===== config.mk =====
export PLATFORM = sky130hd
export DESIGN_NAME = button_debouncer
export DESIGN_NICKNAME = d
export VERILOG_FILES = /design/src/rtl/button_debouncer.sv
export SDC_FILE = /design/constraint.sdc
export NUM_CORES = 1
export LEC_CHECK = 0
export BUFFER_PORTS_ARGS = -buffer_cell sky130_fd_sc_hd__buf_2
export CORE_MARGIN = 2
export CORE_UTILIZATION = 45
export CTS_CLUSTER_SIZE = 25
export DETAILED_ROUTE_END_ITERATION = 7
export PLACE_DENSITY = 0.71
export SLEW_MARGIN = 20
export SYNTH_ARGS = -nofsm -noshare
export SYNTH_HDL_FRONTEND = slang
export SYNTH_SLANG_ARGS = --single-unit

===== constraint.sdc =====
create_clock -name Clk -period 3.5 [get_ports Clk]
set_input_delay 0.175 -clock Clk [delete_from_list [all_inputs] [get_ports Clk]]
set_output_delay 0.175 -clock Clk [all_outputs]
set_load 0.02 [all_outputs]

===== src/rtl/button_debouncer.sv =====
// Push-button conditioner: two-flop synchroniser followed by a bounce-rejecting FSM.
// buttonClean is the registered pressed level; bounceEvt pulses for one cycle on every aborted change.
module button_debouncer #(
    parameter int STABLE_CYCLES = 4,
    parameter int CNT_WIDTH     = 20,
    parameter bit ACTIVE_LOW    = 1'b0
) (
    input  logic Clk,
    input  logic Rst,
    input  logic buttonRaw,
    output logic buttonClean,
    output logic bounceEvt
);

    typedef enum logic [1:0] {
        S_RELEASED      = 2'b00,
        S_PRESS_CHECK   = 2'b01,
        S_PRESSED       = 2'b10,
        S_RELEASE_CHECK = 2'b11
    } state_t;

    localparam logic [CNT_WIDTH-1:0] CNT_LAST = CNT_WIDTH'(STABLE_CYCLES - 1);

    logic                 norm;
    logic                 sync1_q;
    logic                 sync2_q;
    state_t               state_q;
    logic [CNT_WIDTH-1:0] cnt_q;
    logic [CNT_WIDTH-1:0] cnt_d;
    logic                 bounce_q;

    assign norm  = buttonRaw ^ ACTIVE_LOW;
    assign cnt_d = cnt_q + 1'b1;

    always_ff @(posedge Clk) begin
        if (Rst) begin
            sync1_q  <= 1'b0;
            sync2_q  <= 1'b0;
            state_q  <= S_RELEASED;
            cnt_q    <= '0;
            bounce_q <= 1'b0;
        end else begin
            sync1_q  <= norm;
            sync2_q  <= sync1_q;
            bounce_q <= 1'b0;
            case (state_q)
                S_RELEASED: begin
                    cnt_q <= '0;
                    if (sync2_q) state_q <= S_PRESS_CHECK;
                end
                S_PRESS_CHECK: begin
                    if (!sync2_q) begin
                        state_q  <= S_RELEASED;
                        cnt_q    <= '0;
                        bounce_q <= 1'b1;
                    end else if (cnt_q == CNT_LAST) begin
                        state_q <= S_PRESSED;
                        cnt_q   <= '0;
                    end else begin
                        cnt_q <= cnt_d;
                    end
                end
                S_PRESSED: begin
                    cnt_q <= '0;
                    if (!sync2_q) state_q <= S_RELEASE_CHECK;
                end
                S_RELEASE_CHECK: begin
                    if (sync2_q) begin
                        state_q  <= S_PRESSED;
                        cnt_q    <= '0;
                        bounce_q <= 1'b1;
                    end else if (cnt_q == CNT_LAST) begin
                        state_q <= S_RELEASED;
                        cnt_q   <= '0;
                    end else begin
                        cnt_q <= cnt_d;
                    end
                end
                default: begin
                    // Recover from any corrupted encoding into the idle state.
                    state_q <= S_RELEASED;
                    cnt_q   <= '0;
                end
            endcase
        end
    end

    assign buttonClean = state_q[1];
    assign bounceEvt   = bounce_q;

endmodule


# --- After elaboration in Yosys (flattened, before gate mapping) ---
# Cells that the tools add are included.
# Widths: inputs -> output; s select.
word_totals:
  regBits: 25
  input_bits: 3
  out_inout_bits: 2
  word_cells: 31
op_classes:
  n_addsub: 1
  eq_ne: 8
  muxes: 14
  reduce_logical: 3
op_table:
  columns: ["cell", "n"]
  rows:
  - ["$mux 20", 3]
  - ["$pmux 20 s3", 1]
  - ["$add 20x1->20 const B", 1]
  - ["$eq 20x2->1 const B", 1]
  - ["$mux 2", 6]
  - ["$pmux 2 s4", 1]
  - ["$ne 3x3->1 const B", 2]
  - ["$eq 2x2->1 const B", 2]
  - ["$ne 2x2->1 const B", 2]
  - ["$reduce_and 4->1", 1]
  - ["$eq 2x1->1 const B", 1]
  - ["$logic_not 2->1", 1]
  - ["$mux 1", 2]
  - ["$pmux 1 s2", 1]
  - ["$reduce_or 2->1", 1]

# --- Longest topological paths before layout ---
# Gate-level depths: netlist of the first run.
depth:
  word_depth: 4
  mapped_depth: 5
  depth_no_buf: 5

# --- Least setup slack after synthesis of the first run ---
# Ideal clock, no wire load.
synth_path:
  path_kind: "reg2reg"
  from: "register cnt_q[2]"
  to: "register cnt_q[13]"
  setup_ns: 0.125
  arrival_time_ns: 1.571
  t_required_ns: 3.375
  path_slack_ns: 1.804
  path_stages_with_launch: 6
  path_buffers: 1
  period_less_slack_ns: 1.696
  path_cell_list: "dfxtp_1 -> or4_4 -> nor4b_4 -> a21o_1 -> buf_6 -> a21oi_1"
synth_between:
  elab_chain_cells: 4
  elab_cells_between_ends: 6
  classes_between: "add/sub (1); eq/ne (1); mux (4)"
synth_rtl:
  columns: ["element", "line", "source"]
  rows:
  - ["start: declaration", "28", "logic [CNT_WIDTH-1:0] cnt_q;"]
  - ["start signal: assignment", "60", "cnt_q <= cnt_d;"]
  - ["start signal: assignment", "76", "cnt_q <= cnt_d;"]
  - ["$add 20x1->20 or $eq 20x2->1 (tied branches)", "33, 56, 72", null]
  - ["$mux 20 *", "56, 72", null]
  - ["$mux 20 (on tied branches)", "68, 52", null]
  - ["$pmux 20 s3 *", "46", "case (state_q)"]
# Every way passes the cells marked *; elsewhere a longest branch is shown, timed or not.
# A chain may end at the register's enable or synchronous reset.

# --- Final worst setup path of the first run ---
layout_path:
  from: "register cnt_q[2]"
  to: "register cnt_q[3]"
# The elaborated chain is that of the path after synthesis.

==> results of run 1 <==
sequential cells by signal, indices dropped and copies added (netlist names), named ones only:
| name | flops |
|---|---|
| cnt_q | 20 |
| state_q | 1 |
| bounceEvt | 1 |
| sync1_q | 1 |
| sync2_q | 1 |
worst max path at each step:
stage          slack [ns]  depth (start not counted)        end
6_report             1.38                          4   cnt_q[3]
5_1_grt              1.17                          4   cnt_q[5]
4_1_cts              1.36                          4  cnt_q[12]
3_5_place_dp         1.37                          4  cnt_q[12]
3_3_place_gp         1.45                          4   cnt_q[4]
2_1_floorplan        1.80                          5  cnt_q[13]
metrics by stage:
| stage | std cells | worst slack [ns] |
|---|---|---|
| after floorplan | 123 | 1.80 |
| after global placement | 154 | 1.45 |
| after detailed placement | 154 | 1.37 |
| after CTS | 158 | 1.36 |
| after global routing | 158 | 1.17 |
| final | 158 | 1.38 |
placed cells by master, fill, tap and decap left out, drive strengths merged:
cell / n
o21ai: 1
or3: 2
nor2b: 2
nand4: 7
nand2: 6
or4: 4
nor3b: 1
a31o: 3
nor3: 2
buf: 4
a21o: 1
dfxtp: 25
ha: 1
nor4: 9
nand3b: 1
and3: 1
nand3: 7
xor2: 7
a21oi: 6
nor4b: 1
nor2: 15
or2: 2
and4: 1
and3b: 1
clkbuf: 4
xnor2: 7
inv: 5
o31ai: 2
final cells by class:
type	count	area [sq um]
multi-input combinational	90	608
inverter	5	18.8
timing repair buffer	4	20.0
clock buffer	4	26.3
sequential	25	500
fill	233	1240
tap	30	37.5
power groups by stage:
stage | Sequential, uW | Combinational (uW) | Clock [uW]
floorplan | 293 | 2.15 | 0
global placement | 293 | 4.17 | 0
detailed placement | 293 | 4.33 | 0
CTS | 287 | 4.31 | 129
global route | 287 | 4.76 | 142
finish | 287 | 4.32 | 127
cell families after synthesis:
family,Yosys count,synth area share
compound gates,13,0.0757
xor+xnor,14,0.106
flops,25,0.432
buf+inv,8,0.0422
fa+ha+maj,1,0.0108
simple gates,62,0.333
routing by layer:
layer  global-route usage  up-vias
met3               0.0328        5
met1                0.224      421
met5                    0        -
li1                     -      452
met4               0.0750        0
met2                0.258       10
==> metrics.md, run 1 <==
| Metric | Value |
|---|---|
| Status | `completed` |
| Final core utilization | `0.493` |
| GP Congestion | `around 0.82` |
| Post-synthesis sequential element count | `25` |
| Root buffer cell | `clkbuf_4` |
| Placed cell areas | `0.00118 sq mm` |
| Initial antenna violation count | `0` |
| Worst Hold Class | `in -> reg` |
| Top sig layer | `met4` |
| Post-route cell area | `0.00121 sq mm` |
| Post-CTS Setup Repair Bufs | `0` |
| Max incr delay on CP | `0.58 ns` |
| I/O Buffers | `4` |
| Post-synth EDFFs | `0` |
| Detailed-route via count | `888` |
| CTS sink cnt | `25` |
| Routed wl met2 | `approximately 970 um` |
| Ranking of synthesized cells by area | `dfxtp_1 (43%), xnor2_1 (5.3%), xor2_1 (5.3%), nor2_1 (4.9%), nor4_1 (4.9%)` |
| # rows | `18` |
| Final Hold Slack | `0.0707 ns` |
| Largest net degree at the start of global routing | `21` |
| Worst Path Max Fanout | `20` |
| Critical path buffers and inverters | `0` |
| Finish-stage setup viols | `0` |
| Final HPWL DP | `1.46 mm` |
| Clock power share | `0.304` |
| Post_cts resized | `0` |
| Arrival @ worst endpoint | `2.32 ns` |
| CORE AREA | `~0.0025 sq mm` |
| Crit start category | `flop` |
| Post-synthesis net count | `127` |
| Worst hold path depth | `2` |
| Slew margin rel. | `0.574` |
| Worst Reg2Reg Path Length in Cells | `4` |
| Setup TNS | `0 ns` |
| Total gr overflow | `0` |
| Starting Density | `0.471` |
| Worst Hold Launch | `Rst` |
| Synthesis warning total | `0` |
| Full die area | `0.00299 sq mm` |
| Combinational share of power | `0.010` |
| Synth Cell Area | `0.00116 sq mm` |
| Most frequent cell after synthesis | `dfxtp_1` |
| CP Capture Type | `flop` |
| Sequential fraction of the synthesis area | `0.432` |
| Top cells by count, synth | `dfxtp_1 (25), nor2_1 (15), nor4_1 (9)` |
| CTS buffer count | `3` |
| Mapped Cells | `123` |
| DRC errors left | `0` |
| CTS Buffer Depth | `2` |
| Worst path top cell family by delay | `simple AND/OR/NAND/NOR gates` |
| Vias/cell | `5.62` |
| Crit path launch | `cnt_q[2]` |
| Share of the synthesized area in the top cell type | `0.432` |
| Max Clk Rate | `about 0.47 GHz` |
| Ant diodes | `0` |
| CTS H-tree lvls | `1` |
| Share of synthesized registers carrying an async set or reset | `0` |
| Final Skew | `0.00790 ns` |
| Leak pwr | `approximately 0.00036 uW` |
| Layout Nets | `between 100 and 150` |
| Top FF cell, synth | `dfxtp_1` |
| Vias in the first global route | `802` |
| DRT iter0 DRCs | `18` |
| Global-route wire length before repair | `3.55 mm` |
| WL/cell | `13.1 um` |
| Layout cells sized above 1 | `0.141` |
| Reg2reg setup slack | `approximately 1.4 ns` |
| Reg2Reg Launch Point | `cnt_q[2]` |
| Tmin final | `2.12 ns` |
| CP max stage cell | `a21o_1` |
| Die width | `54.7 um` |
| Met3 wire length | `47 um` |
| Routed wire length | `2.07 mm` |
| Drt first pass iters | `4` |
| Area leader, netlist | `dfxtp_1` |
| Internal | `333 uW` |
| CTS Hold Bufs | `0` |
| Synth cell types | `35` |
| Slew @ Worst Pin | `0.639 ns` |
| CTS tree | `done` |
| Global Route Usage Sum | `0.167` |
| Sequential fraction of design power | `0.686` |
| Sw Share | `0.204` |
| I/O pins | `5` |
| Mean Syn Cell Area | `9.41 sq um` |
| P&R area growth vs syn | `4.65%` |
| Total power | `between 400 and 500 uW` |
| MaxCap Viol Count | `0` |
| Final Max Tran Viols | `0` |
| Final hold violations | `0` |
| RSZ-0062 raised after global routing | `no` |
| Reg2reg end | `cnt_q[3]` |
| Psw | `85.5 uW` |
| Post-route ant nets | `0` |
| Crit path kind | `reg -> reg` |
| M1 WL | `around 1.0 mm` |
| Die height | `between 50 and 60 um` |
| Pwr/cell area | `around 350 mW/mm^2` |
| Peak VDD IR | `roughly 0.00028 V` |
| CP cell instances | `or4_4 -> nor4b_4 -> a21o_1 -> nor2_1` |
| Clock latency on the worst-skew pair | `0.32 ns` |
| Worst-path clk slew | `0.12 ns` |
| Worst EP required | `3.69 ns` |
| Fin crit share | `0.607` |
(Power assumes the default switching activity.)
==> run 2, diff against run 1 <==
==> constraint.sdc (replaced) <==
create_clock -name Clk -period 2 [get_ports Clk]
set_input_delay 0.1 -clock Clk [delete_from_list [all_inputs] [get_ports Clk]]
set_output_delay 0.1 -clock Clk [all_outputs]
set_load 0.02 [all_outputs]
==> metrics.md, run 2 (synthesis results as in run 1) <==
| Metric | Value |
|---|---|
| Worst Hold Class | `reg -> reg` |
| RSZ-0062 raised after global routing | `no` |
| WL/cell | `13.2 um (+0.47%)` |
| Tmin final | `1.83 ns (-0.294 ns)` |
| Detailed-route via count | `919 (+3.5%)` |
| Combinational share of power | `0.017 (+0.007)` |
| GP Congestion | `0.849 (+3.0%)` |
| Sequential fraction of design power | `0.675 (-0.011)` |
| Drt first pass iters | `4 (unchanged)` |
| Clock power share | `0.309 (+0.005)` |
| CP Capture Type | `flop` |
| Sw Share | `0.214 (+0.00973)` |
| Final hold violations | `0 (unchanged)` |
| CTS H-tree lvls | `1 (unchanged)` |
| Worst Path Max Fanout | `7 (-65%)` |
| MaxCap Viol Count | `0 (unchanged)` |
| Die height | `54.7 um (unchanged)` |
| Final Skew | `0.00102 ns (-0.00688 ns)` |
| Reg2reg setup slack | `0.17 ns (-1.21 ns)` |
| Reg2reg end | `cnt_q[17]` |
| P&R area growth vs syn | `11.2%` |
| CTS Buffer Depth | `2 (unchanged)` |
| Peak VDD IR | `0.000445 V (+61%)` |
| # rows | `18 (unchanged)` |
| CTS buffer count | `3 (unchanged)` |
| Post-CTS Setup Repair Bufs | `0 (unchanged)` |
| CTS sink cnt | `25 (unchanged)` |
| Final HPWL DP | `1.54 mm (+5.4%)` |
| Global-route wire length before repair | `3.82 mm (+7.4%)` |
| Total gr overflow | `0 (unchanged)` |
| CP max stage cell | `dfxtp_1` |
| Worst path top cell family by delay | `simple AND/OR/NAND/NOR gates` |
| Largest net degree at the start of global routing | `21 (unchanged)` |
| Worst Reg2Reg Path Length in Cells | `4 (unchanged)` |
| Vias/cell | `5.57 (-0.90%)` |
| Initial antenna violation count | `0 (unchanged)` |
| Root buffer cell | `clkbuf_4` |
| CORE AREA | `0.00245 sq mm (unchanged)` |
| Worst EP required | `2.27 ns (-1.42 ns)` |
| Worst slack at placement | `0.187 ns (-1.18 ns)` |
| I/O pins | `5 (unchanged)` |
| Layout Nets | `140 (+5.3%)` |
| Internal | `585 uW (+76%)` |
| CP cell instances | `nand4_1 -> or4_1 -> or3_1 -> a21oi_2` |
| Worst hold path depth | `1 (-1)` |
| Vias in the first global route | `846 (+5.5%)` |
| Worst setup margin | `0.171 ns (-1.21 ns)` |
| Starting Density | `0.471 (unchanged)` |
| Commonest cells after routing, fill and taps aside | `dfxtp_1 (25), nor2_1 (15), nor4_1 (9), xor2_1 (7), xnor2_1 (7)` |
| Setup TNS | `0 ns (unchanged)` |
| Leak pwr | `0.000399 uW (+10%)` |
| CTS tree | `done` |
| Crit path kind | `reg -> reg` |
| Filler Cells Inserted | `230 (-1.3%)` |
| Ant diodes | `0 (unchanged)` |
| Worst-path clk slew | `0.14 ns (+0.02 ns)` |
| I/O Buffers | `4 (unchanged)` |
| Full die area | `0.00299 sq mm (unchanged)` |
| Layout cells sized above 1 | `0.170 (+0.0297)` |
| Reg2Reg Launch Point | `cnt_q[5]` |
| Max Clk Rate | `0.547 GHz (+16%)` |
| Final Max Tran Viols | `0 (unchanged)` |
| Largest Register | `cnt_q` |
| Die width | `54.7 um (unchanged)` |
| Finish-stage setup viols | `0 (unchanged)` |
| Psw | `159 uW (+86%)` |
| Critical path buffers and inverters | `0 (unchanged)` |
| Worst Hold Launch | `sync1_q` |
| Pwr/cell area | `578 mW/mm^2 (+67%)` |
| Post-route ant nets | `0 (unchanged)` |
| Hold Path End | `sync2_q` |
| DRC errors left | `0 (unchanged)` |
| Slew margin rel. | `0.751 (+0.177)` |
| Most common cell after layout, fill and taps aside | `dfxtp_1` |
| DRT iter0 DRCs | `15 (-3)` |
| Crit start category | `flop` |
| Max FFs per register | `20 (unchanged)` |
| Clock latency on the worst-skew pair | `0.31 ns (about the same)` |
| Status | `completed` |
| Max incr delay on CP | `0.57 ns (about the same)` |
| Global Route Usage Sum | `0.175 (+0.00799)` |
| Routed wire length | `2.18 mm (+4.9%)` |
| Slew @ Worst Pin | `0.373 ns (-0.266 ns)` |
| Fin crit share | `0.915 (+0.308)` |
| Arrival @ worst endpoint | `2.10 ns (-0.22 ns)` |
==> run 2: stage by stage <==
stage,utilization,power [uW],instance area [sq um],hold WS [ns],instances
final,0.524,745,1290,0.457,165
after global routing,0.524,765,1290,0.464,165
after CTS,0.524,754,1290,0.462,165
after detailed placement,0.500,521,1230,0.322,158
after global placement,0.500,521,1230,0.312,158
after floorplan,-,517,1160,0.169,123
==> run 2: power by group through the flow <==
stage,Clock [uW],Combinational (uW),Sequential (uW)
final,230,12.5,502
after global routing,249,13.5,503
after CTS,239,12.3,502
after detailed placement,0,7.91,513
after global placement,0,7.62,513
after floorplan,0,3.75,513
==> run 2: repair_timing <==
action,in CTS,in global routing
endpoints found under the hold margin,4,0
hold buffers,3,0
gates resized for setup,0,0
==> run 2: worst max path at each step <==
stage	start	endpoint	slack (ns)	cells past startpoint
2_1_floorplan	cnt_q[2]	cnt_q[13]	0.30	5
3_3_place_gp	cnt_q[5]	cnt_q[17]	0.24	4
3_5_place_dp	cnt_q[2]	cnt_q[13]	0.19	5
4_1_cts	cnt_q[2]	cnt_q[13]	0.17	5
5_1_grt	cnt_q[2]	cnt_q[15]	0.03	5
6_report	cnt_q[5]	cnt_q[17]	0.17	4
==> run 2: metal layers <==
metal	wire [um]	share of wire	track usage
met5	0	0	0
met4	39	0.018	0.0750
met3	85	0.039	0.0301
met2	1030	0.47	0.278
met1	1030	0.47	0.232
==> run 2: final cells by class <==
| type | count | area, sq um | share of cell area |
|---|---|---|---|
| Multi-Input combinational cell | 90 | 608 | 0.472 |
| Sequential cell | 25 | 500 | 0.389 |
| Timing Repair Buffer | 11 | 92.6 | 0.0719 |
| Tap cell | 30 | 37.5 | 0.0292 |
| Clock buffer | 3 | 22.5 | 0.0175 |
| Inverter | 5 | 18.8 | 0.0146 |
| Clock inverter | 1 | 7.51 | 0.00583 |
==> run 2: worst register-to-register path, cell delays in order (launching register included) <==
cell and delay, ns:
dfxtp_1 0.57, nand4_1 0.21, or4_1 0.53, or3_1 0.34, a21oi_2 0.13
==> run 3, diff against run 2 <==
--- a/config.mk
+++ b/config.mk
@@ -10,7 +10,7 @@
 export CORE_UTILIZATION = 45
 export CTS_CLUSTER_SIZE = 25
 export DETAILED_ROUTE_END_ITERATION = 7
-export PLACE_DENSITY = 0.71
+export PLACE_DENSITY = 0.59
 export SLEW_MARGIN = 20
 export SYNTH_ARGS = -nofsm -noshare
 export SYNTH_HDL_FRONTEND = slang
==> metrics.md, run 3 (synthesis results as in run 1) <==
| Metric | Value |
|---|---|
| Status | `completed` |
| Detailed-route via count | `880 (-4.2%)` |
| Layout Nets | `139 (-0.71%)` |
| Drt first pass iters | `3 (-1)` |
| Global Route Usage Sum | `0.161 (-0.0143)` |
| Setup TNS | `0 ns (unchanged)` |
| Post-route cell area | `0.00126 sq mm (-2.2%)` |
| Vias in the first global route | `754 (-11%)` |
| CTS tree | `done` |
| Commonest cells after routing, fill and taps aside | `dfxtp_1 (25), nor2_1 (15), nor4_1 (9), xor2_1 (7), xnor2_1 (7)` |
| Final HPWL DP | `1.57 mm (+1.9%)` |
| Met3 wire length | `53 um (-38%)` |
| Worst Hold Class | `in -> reg` |
| Slew margin rel. | `0.759 (+0.00782)` |
| Die width | `54.7 um (unchanged)` |
| Starting Density | `0.471 (unchanged)` |
| Largest Register | `cnt_q` |
| WL/cell | `12.5 um (-5.5%)` |
| GP Congestion | `0.859 (+1.1%)` |
| Top sig layer | `met4` |
| Largest net degree at the start of global routing | `14 (-33%)` |
| Die height | `54.7 um (unchanged)` |
| CTS H-tree lvls | `1 (unchanged)` |
| Max FFs per register | `20 (unchanged)` |
| Ant diodes | `0 (unchanged)` |
| Final Max Tran Viols | `0 (unchanged)` |
| Pwr/cell area | `579 mW/mm^2 (+0.14%)` |
| Filler Cells Inserted | `242 (+5.2%)` |
| Post-CTS Setup Repair Bufs | `0 (unchanged)` |
| RSZ-0062 raised after global routing | `no` |
| Finish-stage setup viols | `0 (unchanged)` |
| DRC errors left | `0 (unchanged)` |
| I/O pins | `5 (unchanged)` |
| Most common cell after layout, fill and taps aside | `dfxtp_1` |
| Clock latency on the worst-skew pair | `0.31 ns (about the same)` |
| Non-Filler Instances | `164 (-0.61%)` |
| Layout cells sized above 1 | `0.172 (+0.00127)` |
| CORE AREA | `0.00245 sq mm (unchanged)` |
| Global-route wire length before repair | `3.44 mm (-9.8%)` |
| CTS sink cnt | `25 (unchanged)` |
| Final core utilization | `0.513 (-0.0117)` |
| Fin crit share | `0.901 (-0.0133)` |
| Routed wl met2 | `934 um (-9.0%)` |
| M1 WL | `1.04 mm (+1.8%)` |
| Full die area | `0.00299 sq mm (unchanged)` |
| Peak VDD IR | `0.000505 V (+13%)` |
| Post-Place Cells | `159 (+0.63%)` |
| Final Skew | `0.00652 ns (+0.00550 ns)` |
| Worst EP required | `2.21 ns (-0.06 ns)` |
| Tmin final | `1.80 ns (-0.0265 ns)` |
| P&R area growth vs syn | `8.76%` |
| DRT iter0 DRCs | `20 (+5)` |
| Post_cts resized | `0 (unchanged)` |
| CP Capture Type | `flop` |
| Crit path kind | `reg -> reg` |
| Crit start category | `flop` |
| MaxCap Viol Count | `0 (unchanged)` |
| Max Clk Rate | `0.555 GHz (+1.5%)` |
| FF+latch area | `500 sq um (unchanged)` |
| Worst Path Max Fanout | `11 (+4)` |
| Arrival @ worst endpoint | `2.02 ns (-0.08 ns)` |
| I/O Buffers | `4 (unchanged)` |
| Multi-input gate area | `608 sq um (unchanged)` |
| # rows | `18 (unchanged)` |
| CTS Buffer Depth | `2 (unchanged)` |
| Root buffer cell | `clkbuf_4` |
| Slew @ Worst Pin | `0.359 ns (-0.0145 ns)` |
| Initial antenna violation count | `0 (unchanged)` |
| CTS buffer count | `3 (unchanged)` |
| Final hold violations | `0 (unchanged)` |
| Vias/cell | `5.37 (-3.7%)` |
| Post-route ant nets | `0 (unchanged)` |
| Total gr overflow | `0 (unchanged)` |
| Leak pwr | `0.000389 uW (-2.4%)` |
| Worst-path clk slew | `0.13 ns (about the same)` |
| Routed wire length | `2.04 mm (-6.1%)` |
| Placed cell areas | `0.00122 sq mm (-0.41%)` |
[run 3: cell type report]
cell class | instances | area share
clock buffers | 4 | 0.0209
inverters | 5 | 0.0149
multi-input cells | 90 | 0.483
flip-flops and latches | 25 | 0.398
well taps | 30 | 0.0298
repair buffers | 10 | 0.0537
[run 3: path summary, 6_finish.rpt]
path                  start        to  slack, ns  cells after the start
hold reg to reg     sync1_q   sync2_q       0.47                      1
hold / removal    buttonRaw   sync1_q       0.02                      2
setup reg to reg   cnt_q[2]  cnt_q[3]       0.20                      5
setup / recovery   cnt_q[2]  cnt_q[3]       0.20                      5
[run 3: power by group]
group | internal [uW] | switching [uW]
clock network | 77.8 | 139
registers | 501 | 1.66
logic | 5.37 | 4.07
[run 3: routing by layer]
metal  vias up  GRT usage
met5         -          0
met4         0     0.0292
met3         2     0.0492
met2         6      0.248
met1       403      0.222
li1        469          -
[run 3: metrics by stage]
stage | worst slack (ns) | total power (uW) | hold WS (ns)
after global routing | 0.135 | 759 | 0.0120
after detailed placement | 0.207 | 522 | 0.336
after CTS | 0.189 | 744 | 0.0214
final | 0.197 | 729 | 0.0238
after global placement | 0.241 | 521 | 0.310
after floorplan | 0.304 | 517 | 0.169
[run 3: timing repair]
item	4_1_cts	5_1_grt
setup endpoints to repair	0	0
endpoints found under the hold margin	2	0
hold buffers	1	0
[run 3: critical path, stage by stage, from the launching register on]
cell and delay, ns:
dfxtp_1 0.40, or4_4 0.56, nor4b_4 0.33, a21o_1 0.18
buf_4 0.18, nor2_1 0.06
